--- src/rtl/mem_arb_pkg.sv ---
// mem_arb_pkg: shared return-state/owner encodings and sizing helpers for mem_arbiter
package mem_arb_pkg;
  localparam logic [1:0] OWN_NONE = 2'd0;
  localparam logic [1:0] OWN_IF   = 2'd1;
  localparam logic [1:0] OWN_D    = 2'd2;
  typedef logic [1:0] ret_state_t;
  localparam ret_state_t S_IDLE  = OWN_NONE;
  localparam ret_state_t S_RD_IF = OWN_IF;
  localparam ret_state_t S_RD_D  = OWN_D;
  localparam int STARVE_MAX_DEF = 4;
  function automatic int be_w(input int dw);
    return dw / 8;
  endfunction
endpackage

--- src/rtl/mem_be_expand.sv ---
// mem_be_expand: expands byte enables into a per-bit write mask
//   be_i   : one enable per byte lane
//   mask_o : each byte enable replicated across its 8 bits
module mem_be_expand #(
  parameter int DW = 32
) (
  input  logic [DW/8-1:0] be_i,
  output logic [DW-1:0]   mask_o
);
  for (genvar k = 0; k < DW / 8; k++) begin : g_lane
    assign mask_o[8*k +: 8] = {8{be_i[k]}};
  end
endmodule

--- src/rtl/mem_arbiter.sv ---
// mem_arbiter: IF/D arbiter and sequencer for a single-port SRAM with 1-cycle read latency
//   clk, rst                  : clock, synchronous active-high reset
//   if_req/if_addr/if_gnt     : IF read request, address, combinational grant
//   if_rvalid/if_rdata        : IF read return
//   d_req/d_we/d_addr/d_be/d_wdata/d_gnt : D request (read or byte-masked write) and grant
//   d_rvalid/d_rdata          : D read return
//   mem_cen/mem_wen/mem_bwen/mem_a/mem_d/mem_q : SRAM macro interface
//   MEM_ARB_RDATA_HOLD_EN     : when defined, rdata outputs hold the last returned word
module mem_arbiter
  import mem_arb_pkg::*;
#(
  parameter int AW         = 8,
  parameter int DW         = 32,
  parameter int STARVE_MAX = STARVE_MAX_DEF
) (
  input  logic                  clk,
  input  logic                  rst,
  input  logic                  if_req,
  input  logic [AW-1:0]         if_addr,
  output logic                  if_gnt,
  output logic                  if_rvalid,
  output logic [DW-1:0]         if_rdata,
  input  logic                  d_req,
  input  logic                  d_we,
  input  logic [AW-1:0]         d_addr,
  input  logic [be_w(DW)-1:0]   d_be,
  input  logic [DW-1:0]         d_wdata,
  output logic                  d_gnt,
  output logic                  d_rvalid,
  output logic [DW-1:0]         d_rdata,
  output logic                  mem_cen,
  output logic                  mem_wen,
  output logic [DW-1:0]         mem_bwen,
  output logic [AW-1:0]         mem_a,
  output logic [DW-1:0]         mem_d,
  input  logic [DW-1:0]         mem_q
);
  localparam logic [3:0] SMAX = 4'(STARVE_MAX);
  logic [3:0]    cnt_q, cnt_d;
  ret_state_t    state_q, state_d;
  logic [DW-1:0] wmask;
  logic          d_wr;
  mem_be_expand #(.DW(DW)) u_be (.be_i(d_be), .mask_o(wmask));
  assign if_gnt   = !rst && if_req && (!d_req || cnt_q == SMAX);
  assign d_gnt    = !rst && d_req && !if_gnt;
  assign d_wr     = d_gnt && d_we;
  assign mem_cen  = !(if_gnt || d_gnt);
  assign mem_wen  = !d_wr;
  assign mem_bwen = d_wr ? wmask : '0;
  assign mem_d    = d_wr ? d_wdata : '0;
  assign mem_a    = if_gnt ? if_addr : d_gnt ? d_addr : '0;
  assign cnt_d    = (!if_req || if_gnt) ? 4'd0 : (cnt_q == SMAX) ? cnt_q : cnt_q + 4'd1;
  assign state_d  = if_gnt ? S_RD_IF : (d_gnt && !d_we) ? S_RD_D : S_IDLE;
  // a return pending when rst arrives is dropped, not delivered
  assign if_rvalid = !rst && state_q == S_RD_IF;
  assign d_rvalid  = !rst && state_q == S_RD_D;
  always_ff @(posedge clk) begin
    if (rst) begin
      cnt_q   <= '0;
      state_q <= S_IDLE;
    end else begin
      cnt_q   <= cnt_d;
      state_q <= state_d;
    end
  end
`ifdef MEM_ARB_RDATA_HOLD_EN
  logic [DW-1:0] if_hold_q, d_hold_q;
  always_ff @(posedge clk) begin
    if (rst) begin
      if_hold_q <= '0;
      d_hold_q  <= '0;
    end else begin
      if (if_rvalid) if_hold_q <= mem_q;
      if (d_rvalid) d_hold_q <= mem_q;
    end
  end
  assign if_rdata = if_rvalid ? mem_q : if_hold_q;
  assign d_rdata  = d_rvalid ? mem_q : d_hold_q;
`else
  assign if_rdata = if_rvalid ? mem_q : '0;
  assign d_rdata  = d_rvalid ? mem_q : '0;
`endif
endmodule

--- config.mk ---
export PLATFORM = sky130hd
export DESIGN_NAME = mem_arbiter
export DESIGN_NICKNAME = d
export VERILOG_FILES = /design/src/rtl/mem_arb_pkg.sv /design/src/rtl/mem_be_expand.sv /design/src/rtl/mem_arbiter.sv
export SDC_FILE = /design/constraint.sdc
export NUM_CORES = 1
export LEC_CHECK = 0
export CAP_MARGIN = 25
export CORE_AREA = 3 3 89 91
export CTS_CLUSTER_DIAMETER = 120
export DETAILED_ROUTE_END_ITERATION = 10
export DIE_AREA = 0 0 92 94
export HOLD_SLACK_MARGIN = 0.1
export PLACE_DENSITY = 0.79
export SLEW_MARGIN = 0
export SYNTH_ARGS = -nofsm -noshare
export SYNTH_HDL_FRONTEND = slang
export SYNTH_SLANG_ARGS = --single-unit
--- constraint.sdc ---
create_clock -name clk -period 2.2 [get_ports clk]
set_input_delay 0.33 -clock clk [delete_from_list [all_inputs] [get_ports clk]]
set_output_delay 0.33 -clock clk [all_outputs]
set_load 0.05 [all_outputs]
==> results by group, run 1 <==
Drt
  – # DRC: 0
  – Iter 0 DRT Violations: 12
  – DR WL/cell: 17.11 um
  – First-pass DRT Iterations: 4
  – Via density: 4.053
  – DR vias: 1982
  – Post-detailed-route count of antenna-violating nets: 0
  – Final wirelength: 8365 um

Clocking
  – CTS tree: built
  – CTS Buffer Depth: 2
  – # Post-CTS Setup Buffers: 0
  – Root Driver: clkbuf_8
  – Clock Latency Late Sink: 0.22 ns
  – Clock sinks: 6
  – Htree depth: 1
  – Total CTS buffers: 3
  – Clk slew on worst S/H paths: 0.04 ns
  – Post-CTS Hold Fix Bufs: 0

Global route
  – Initial antenna violation count: 0
  – Global-route wire length before repair: 12280 um
  – Global route overflow: 0
  – GRT Resource Usage Total: 17.99%
  – Largest net degree at the start of global routing: 34
  – Vias in the first global route: 2161

Timing
  – Endpoints failing setup: 0
  – Max frequency: 476.0 MHz
  – Tcrit/Tclk final: 95.49%
  – Final hold violation count: 0
  – Worst-Margin Slew: 0.3591 ns
  – Minimum clock period: 2.101 ns
  – RSZ-0062 raised after global routing: no
  – Slew headroom: 76.06%
  – PnR worst setup slack: 0.09918 ns
  – Max Clock Skew: 0.005689 ns
  – Slew Viols, Final: 0

Layout
  – Most common cell after layout, fill and taps aside: buf_12
  – Area Overhead vs Synth: 296.2%
  – Final nets: 483
  – Util after Layout: 72.49%
  – Antenna Cells: 0
  – Share of cells above drive strength 1: 51.28%
  – Commonest non-fill, non-tap cells in the layout: buf_12, clkdlybuf4s50_1, and2_1

Min path
  – Min-Delay Path Class: reg -> reg

Power and ir drop
  – Sequential Power Share: 10.6%
  – Max VDD drop: 0.2831 mV
  – Switching pwr: 416.4 uW
  – Net Sw Frac: 38.63%
  – Leakage power: 0.002141 uW
  – Combinational share of power: 73.9%
  – Internal power: 661.5 uW
  – PD cells: 206.1 nW/um^2
  – Clk network pwr share: 15.6%

Synth
  – Post-synthesis sequential area ratio: 9.100%
  – Post-Synthesis Cell Area: 1320 um^2
  – Syn nets: 269
  – Yosys Warn Count: 0
  – Synthesized area per cell: 7.416 um^2
  – Synth unique cells: 24
  – #FFs+latches synth: 6
  – Syn Inst Count: 178

Floorplanning
  – Die Height: 94 um
  – Starting Density: 18.30%
  – Area of the core: 7214 um^2
  – Die X-Extent: 92 um
  – Rows: 31
  – Die area: 8648 um^2
  – # IOs: 231

Run
  – Max cap viols: 0

Setup path
  – Critical Path Sink Type: primary output
  – Kind of critical path: in -> out
  – Critical path data arrival time: 1.77 ns
  – Crit-path max FO: 13
  – Crit path launch type: input port
  – Req. time, crit path: 1.87 ns

Status
  – Status: complete, no violations

Placed design
  – Routability cong.: 0.7995
  – Detailed placer's ending HPWL: 7541 um
  – DP Worst Slack: -0.06643 ns
  – Buffers on Ports: 230
-- area by class of cell --
class	instances	area, um^2
Clock buffer	3	41.29
Timing Repair Buffer	246	3953
Sequential cell	6	122.6
Multi-Input combinational cell	130	970.9
Inverter	5	18.77
Fill cell	490	1984
Tap cell	99	123.9
-- Yosys cell counts --
library cell,n,area (um^2)
and2_1,77,481.7
buf_4,28,210.2
and2_2,24,180.2
a22o_1,8,70.07
clkbuf_1,6,22.52
dfxtp_1,6,120.1
inv_1,5,18.77
nor2_1,4,15.01
buf_6,3,33.78
ha_1,2,25.02
nor3b_1,2,15.01
a21oi_1,1,5.000
a21oi_2,1,8.760
a311oi_4,1,26.28
a31oi_2,1,12.51
nand2b_1,1,6.260
nand2b_4,1,13.76
nand3_1,1,5.000
nand3b_1,1,7.510
nand4b_1,1,8.760
nor2b_2,1,8.760
o21bai_1,1,7.510
xnor2_1,1,8.760
xor2_1,1,8.760
-- metal layers --
metal	GRT usage [%]	vias to the layer above	routed length, um	part of all wire [%]
met5	0	-	0	0
met4	3.589	0	116	1.4
met3	4.968	10	723	8.6
met2	38.26	116	5040	60
met1	16.72	904	2485	30
li1	-	952	-	-
-- worst max-delay path, stage by stage --
cell and delay (ns):
clkdlybuf4s50_1 0.46, inv_1 0.07, a311oi_4 0.30, buf_12 0.17
buf_12 0.12, and2_1 0.18, buf_12 0.15
-- kinds of logic (layout without fill, tap and decap cells) --
logic type	Yosys count	in the layout	synth area share (%)
XOR/XNOR	2	2	1.327
adder cells (fa/ha/maj)	2	2	1.895
buffers and inverters	42	254	21.61
AO/OA/AOI/OAI	13	13	9.858
flip-flops	6	6	9.100
AND/OR/NAND/NOR	113	113	56.21
-- repair_timing --
action	4_1_cts	5_1_grt
gates cloned	1	0
pin swaps	1	1
setup endpoints to repair	57	62
resized for setup	15	1
-- per-stage QoR --
stage / power [uW] / area (um^2) / instances / setup TNS [ns] / hold WS, ns
6_report: 1078 / 5230 / 489 / 0 / 0.4344
5_1_grt: 1116 / 5230 / 489 / 0 / 0.4455
4_1_cts: 1084 / 5228 / 489 / 0 / 0.4402
3_5_place_dp: 905.5 / 5127 / 485 / -2.441 / 0.4770
3_3_place_gp: 890.9 / 5127 / 485 / -0.4533 / 0.4393
2_1_floorplan: 431.1 / 1336 / 178 / 0 / 0.4219
-- final timing paths --
check | cells past startpoint | slack, ns | from | end
worst max-delay path | 7 | 0.1 | d_we | mem_d[29]
worst min-delay path | 1 | 0.43 | cnt_q[0] | cnt_q[0]
worst max register to register | 5 | 0.97 | cnt_q[0] | cnt_q[1]
worst min register to register | 1 | 0.43 | cnt_q[0] | cnt_q[0]
-- registers in the layout, indices dropped and copies added (netlist names) --
signal,cells
state_q,2
cnt_q,4
-- power groups by stage --
stage	sequential, uW	combinational (uW)	clock, uW
6_report	114	796	168
5_1_grt	114	824	178
4_1_cts	114	801	168
3_5_place_dp	115	790	0
3_3_place_gp	115	776	0
2_1_floorplan	115	316	0
Power figures use the tool's default switching activity.
==> inputs of run 2 (changes only) <==
- CORE_AREA: 3 3 89 91 -> 2 2 90 92
- PLACE_DENSITY: 0.79 -> 0.77
==> results by group, run 2 (same netlist as run 1, synthesis figures left out) <==
Placed design
  – Detailed placer's ending HPWL: 7002 um
  – Cells after DPL: 487
  – DP Worst Slack: -0.01905 ns
  – Cell Area, Placed: 5111 um^2
  – Buffers on Ports: 230
  – Routability cong.: 0.7205

Power and ir drop
  – Leakage power: 0.002122 uW
  – Net Sw Frac: 38.50%
  – Max VDD drop: 0.2652 mV
  – Sequential Power Share: 10.7%
  – Combinational share of power: 73.9%
  – Internal power: 653.0 uW
  – PD cells: 205.0 nW/um^2
  – Clk network pwr share: 15.4%
  – Switching pwr: 408.8 uW

Layout
  – Area Overhead vs Synth: 292.3%
  – Final nets: 483
  – Max reg flops: 4
  – Post-route cell area: 5179 um^2
  – Commonest non-fill, non-tap cells in the layout: buf_12, clkdlybuf4s50_1, and2_1
  – Most common cell after layout, fill and taps aside: buf_12
  – Register bank with the most flops: cnt_q
  – Final cell count without fillers: 492
  – Share of cells above drive strength 1: 49.74%
  – Antenna Cells: 0
  – Top flop regs: cnt_q: 4 flops, state_q: 2 flops

Setup path
  – Critical Path Source: rst
  – CP Capture Point: mem_a[0]
  – Kind of critical path: in -> out
  – Crit-path max FO: 9
  – Reg2reg setup slack: 0.95 ns
  – Worst reg2reg endpoint: cnt_q[2]
  – Critical Path Sink Type: primary output
  – Worst reg2reg startpoint: cnt_q[0]
  – FF-to-FF path depth: 5
  – Crit path launch type: input port
  – Critical path data arrival time: 1.80 ns
  – Req. time, crit path: 1.87 ns

Timing
  – Worst-Margin Slew: 0.3510 ns
  – Final hold violation count: 0
  – Max frequency: 468.6 MHz
  – Slew headroom: 76.60%
  – PnR worst setup slack: 0.06588 ns
  – Minimum clock period: 2.134 ns
  – Endpoints failing setup: 0
  – Tcrit/Tclk final: 97.01%
  – Hold WS: 0.4416 ns
  – Max Clock Skew: 0.002884 ns
  – Slew Viols, Final: 0

Floorplanning
  – Die area: 8648 um^2
  – Area of the core: 7607 um^2
  – Starting Density: 17.35%
  – # IOs: 231
  – Die X-Extent: 92 um
  – Die Height: 94 um
  – Rows: 32

Global route
  – Global-route wire length before repair: 11830 um
  – Global route overflow: 0
  – GRT Resource Usage Total: 17.30%
  – Vias in the first global route: 2187
  – Largest net degree at the start of global routing: 34
  – Initial antenna violation count: 0

Clocking
  – Clock sinks: 6
  – Total CTS buffers: 3
  – Clock Latency Late Sink: 0.22 ns
  – CTS tree: built
  – Post-CTS Hold Fix Bufs: 0
  – CTS Buffer Depth: 2
  – Htree depth: 1
  – Clk slew on worst S/H paths: 0.04 ns
  – Root Driver: clkbuf_8

Drt
  – DR vias: 1966
  – Final wirelength: 7724 um
  – Via density: 3.996
  – First-pass DRT Iterations: 4
  – Iter 0 DRT Violations: 38
  – Post-detailed-route count of antenna-violating nets: 0
  – DR WL/cell: 15.70 um
  – # DRC: 0

Status
  – Status: complete, no violations

Run
  – Max cap viols: 0

Min path
  – Min-Delay Path Class: reg -> reg
run 2: cell types whose count changed in the layout (fill, tap and decap cells not counted), sizes merged:
cell,delta
clkdlybuf4s50,+1
dlymetal6s2s,+1
bufbuf,-1
buf,+1
dlygate4sd2,-2
run 2: area by class of cell:
cell class | count | area [um^2]
Tap cell | 102 | 127.6
Inverter | 5 | 18.77
Clock buffer | 3 | 41.29
Multi-Input combinational cell | 130 | 945.9
Fill cell | 537 | 2429
Timing Repair Buffer | 246 | 3924
Sequential cell | 6 | 121.4
run 2: timing repair:
action | in CTS | in global routing
pin swaps | 1 | 1
resized for setup | 3 | 4
cloned | 0 | 0
buffers inserted | 1 | 1
endpoints found under the setup margin | 40 | 55
run 2: how the worst min path moves through the flow:
stage / start / end / slack, ns / cells after the start
2_1_floorplan: d_req / state_q[0] / 0.42 / 1
3_3_place_gp: cnt_q[0] / cnt_q[0] / 0.44 / 1
3_5_place_dp: cnt_q[0] / cnt_q[0] / 0.50 / 1
4_1_cts: cnt_q[0] / cnt_q[0] / 0.51 / 1
5_1_grt: cnt_q[0] / cnt_q[0] / 0.47 / 1
6_report: cnt_q[0] / cnt_q[0] / 0.44 / 1
run 2: per-layer routing:
layer | up-vias | track usage (%) | share of wire (%)
li1 | 954 | - | -
met1 | 871 | 17.21 | 32
met2 | 129 | 34.68 | 57
met3 | 12 | 5.136 | 8.8
met4 | 0 | 4.478 | 1.9
met5 | - | 0 | 0
run 2: worst max-delay path: stages:
cell             delay [ns]
clkdlybuf4s50_1        0.42
buf_4                  0.16
nand2b_1               0.18
a21oi_4                0.27
a22o_1                 0.27
buf_12                 0.16
run 2: power groups by stage:
| stage | logic (uW) | registers [uW] | clock network [uW] |
|---|---|---|---|
| global placement | 771 | 115 | 0 |
| floorplan | 316 | 115 | 0 |
| detailed placement | 787 | 115 | 0 |
| CTS | 790 | 114 | 171 |
| finish | 785 | 114 | 163 |
| global route | 814 | 114 | 177 |
run 2: stage by stage:
stage / power (uW) / utilization, % / TNS (ns)
2_1_floorplan: 431.1 / - / 0
5_1_grt: 1106 / 68.08 / -0.003583
6_report: 1062 / 68.08 / 0
3_5_place_dp: 901.9 / 67.19 / -0.2268
4_1_cts: 1075 / 67.89 / 0
3_3_place_gp: 886.1 / 67.19 / 0
==> inputs of run 3 (changes only) <==
==> constraint.sdc (replaced) <==
create_clock -name clk -period 2.1 [get_ports clk]
set_input_delay 0.315 -clock clk [delete_from_list [all_inputs] [get_ports clk]]
set_output_delay 0.315 -clock clk [all_outputs]
set_load 0.01 [all_outputs]
==> results by group, run 3 (same netlist as run 1, synthesis figures left out) <==
Clocking
  – Total CTS buffers: 3
  – Clock sinks: 6
  – Clock Latency Late Sink: 0.23 ns
  – Clk slew on worst S/H paths: 0.04 ns
  – Root Driver: clkbuf_8
  – Htree depth: 1
  – CTS Buffer Depth: 2
  – Post-CTS Hold Fix Bufs: 0
  – CTS tree: built

Drt
  – # DRC: 0
  – DR vias: 2014
  – DR WL/cell: 13.39 um
  – Post-detailed-route count of antenna-violating nets: 0
  – Final wirelength: 6816 um
  – Via density: 3.957
  – Iter 0 DRT Violations: 25
  – First-pass DRT Iterations: 3

Timing
  – Slew headroom: 85.69%
  – RSZ-0062 raised after global routing: no
  – Max frequency: 488.4 MHz
  – Setup TNS: 0 ns
  – Endpoints failing setup: 0
  – Final hold violation count: 0
  – Max Clock Skew: 0.0009413 ns
  – Tcrit/Tclk final: 97.51%
  – Minimum clock period: 2.048 ns
  – Slew Viols, Final: 0
  – Worst-Margin Slew: 0.2147 ns

Setup path
  – Req. time, crit path: 1.78 ns
  – Crit path largest cell delay: 0.31 ns
  – CP max-delay cell: dfxtp_2
  – Crit-path max FO: 7
  – FF-to-FF path depth: 7
  – Critical path data arrival time: 1.73 ns
  – Critical Path Sink Type: primary output
  – Cell Chain, Critical Path: inv_1 -> ha_4 -> a311oi_4 -> buf_6 -> buf_4 -> buf_6 -> and2_2 -> dlygate4sd2_1
  – CP dominant cell by count: buf_6
  – Top Family by Delay on Critical Path: buffers and inverters
  – CP bufs+invs: 5
  – Kind of critical path: reg -> out
  – WP depth: 8
  – Crit path launch type: register

Min path
  – Min-Delay Path Class: reg -> reg
  – Hold depth: 2

Placed design
  – Routability cong.: 0.7724
  – Cells after DPL: 491
  – Buffers on Ports: 230
  – Detailed placer's ending HPWL: 5419 um

Floorplanning
  – Rows: 32
  – Die Height: 94 um
  – Die X-Extent: 92 um
  – Area of the core: 7607 um^2
  – # IOs: 231
  – Starting Density: 17.35%
  – Die area: 8648 um^2

Layout
  – Util after Layout: 49.84%
  – Max reg flops: 4
  – Share of cells above drive strength 1: 31.70%
  – Register bank with the most flops: cnt_q
  – Final nets: 500
  – Most common cell after layout, fill and taps aside: clkdlybuf4s50_1
  – Top flop regs: cnt_q: 4 flops, state_q: 2 flops
  – Antenna Cells: 0
  – Area Overhead vs Synth: 187.2%
  – Final cell count without fillers: 509
  – Commonest non-fill, non-tap cells in the layout: clkdlybuf4s50_1, dlygate4sd2_1, and2_1

Global route
  – Gr busiest metal: met2
  – Largest net degree at the start of global routing: 18
  – Initial antenna violation count: 0
  – Global route overflow: 0
  – GR Util met3: 4.093%
  – Vias in the first global route: 2090
  – Met2 usage: 31.13%
  – Global-route wire length before repair: 10320 um
  – GRT Resource Usage Total: 14.86%
  – GR met1 Demand/Resource: 14.82%

Power and ir drop
  – Max VDD drop: 0.2701 mV
  – Total power: 729.3 uW
  – Leakage power: 0.002003 uW
  – PD cells: 192.4 nW/um^2

Status
  – Status: complete, no violations

Run
  – Max cap viols: 0
==> run 3: area by class of cell <==
class	instances	area (um^2)
Clock buffer	3	41.29
Timing Repair Buffer	263	2516
Fill cell	737	3816
Multi-Input combinational cell	130	964.7
Sequential cell	6	122.6
Inverter	5	18.77
Tap cell	102	127.6
==> run 3: repair_timing <==
| item | CTS | global route |
|---|---|---|
| resized for setup | 291 | 29 |
| pin swaps | 5 | 2 |
| gates cloned | 6 | 1 |
| endpoints found under the setup margin | 141 | 30 |
| buffers inserted | 8 | 0 |
==> run 3: through the flow <==
step / setup WS, ns / instance area, um^2 / hold slack, ns
3_3_place_gp: -0.4247 / 3666 / 0.5042
4_1_cts: 0.007845 / 3767 / 0.5236
6_report: 0.05238 / 3791 / 0.5019
2_1_floorplan: 0.3315 / 1320 / 0.4069
3_5_place_dp: -0.4547 / 3666 / 0.5120
5_1_grt: 0.001287 / 3791 / 0.5270
==> run 3: report_power, final <==
part	internal (uW)	switching (uW)
Clock	123	53.5
Sequential	117	2.16
Combinational	290	143
Total	531	198
==> run 3: tightest hold or removal path, delay by kind of cell, from the launching register on <==
kind / cells / cell delay [ns]
buffers and inverters: 1 / 0.11
flip-flops: 1 / 0.31
AND/OR/NAND/NOR: 1 / 0.04
==> run 3: final timing paths <==
kind            start   endpoint  slack [ns]
max reg2reg  cnt_q[0]   cnt_q[0]        0.78
max          cnt_q[0]  mem_d[18]        0.05
min          cnt_q[0]   cnt_q[0]        0.50
min reg2reg  cnt_q[0]   cnt_q[0]        0.50
==> run 3: layer usage <==
layer	up-vias	share of wire, %
met2	127	55
met5	-	0
met4	0	0.63
met1	895	34
met3	4	9.8
li1	988	-
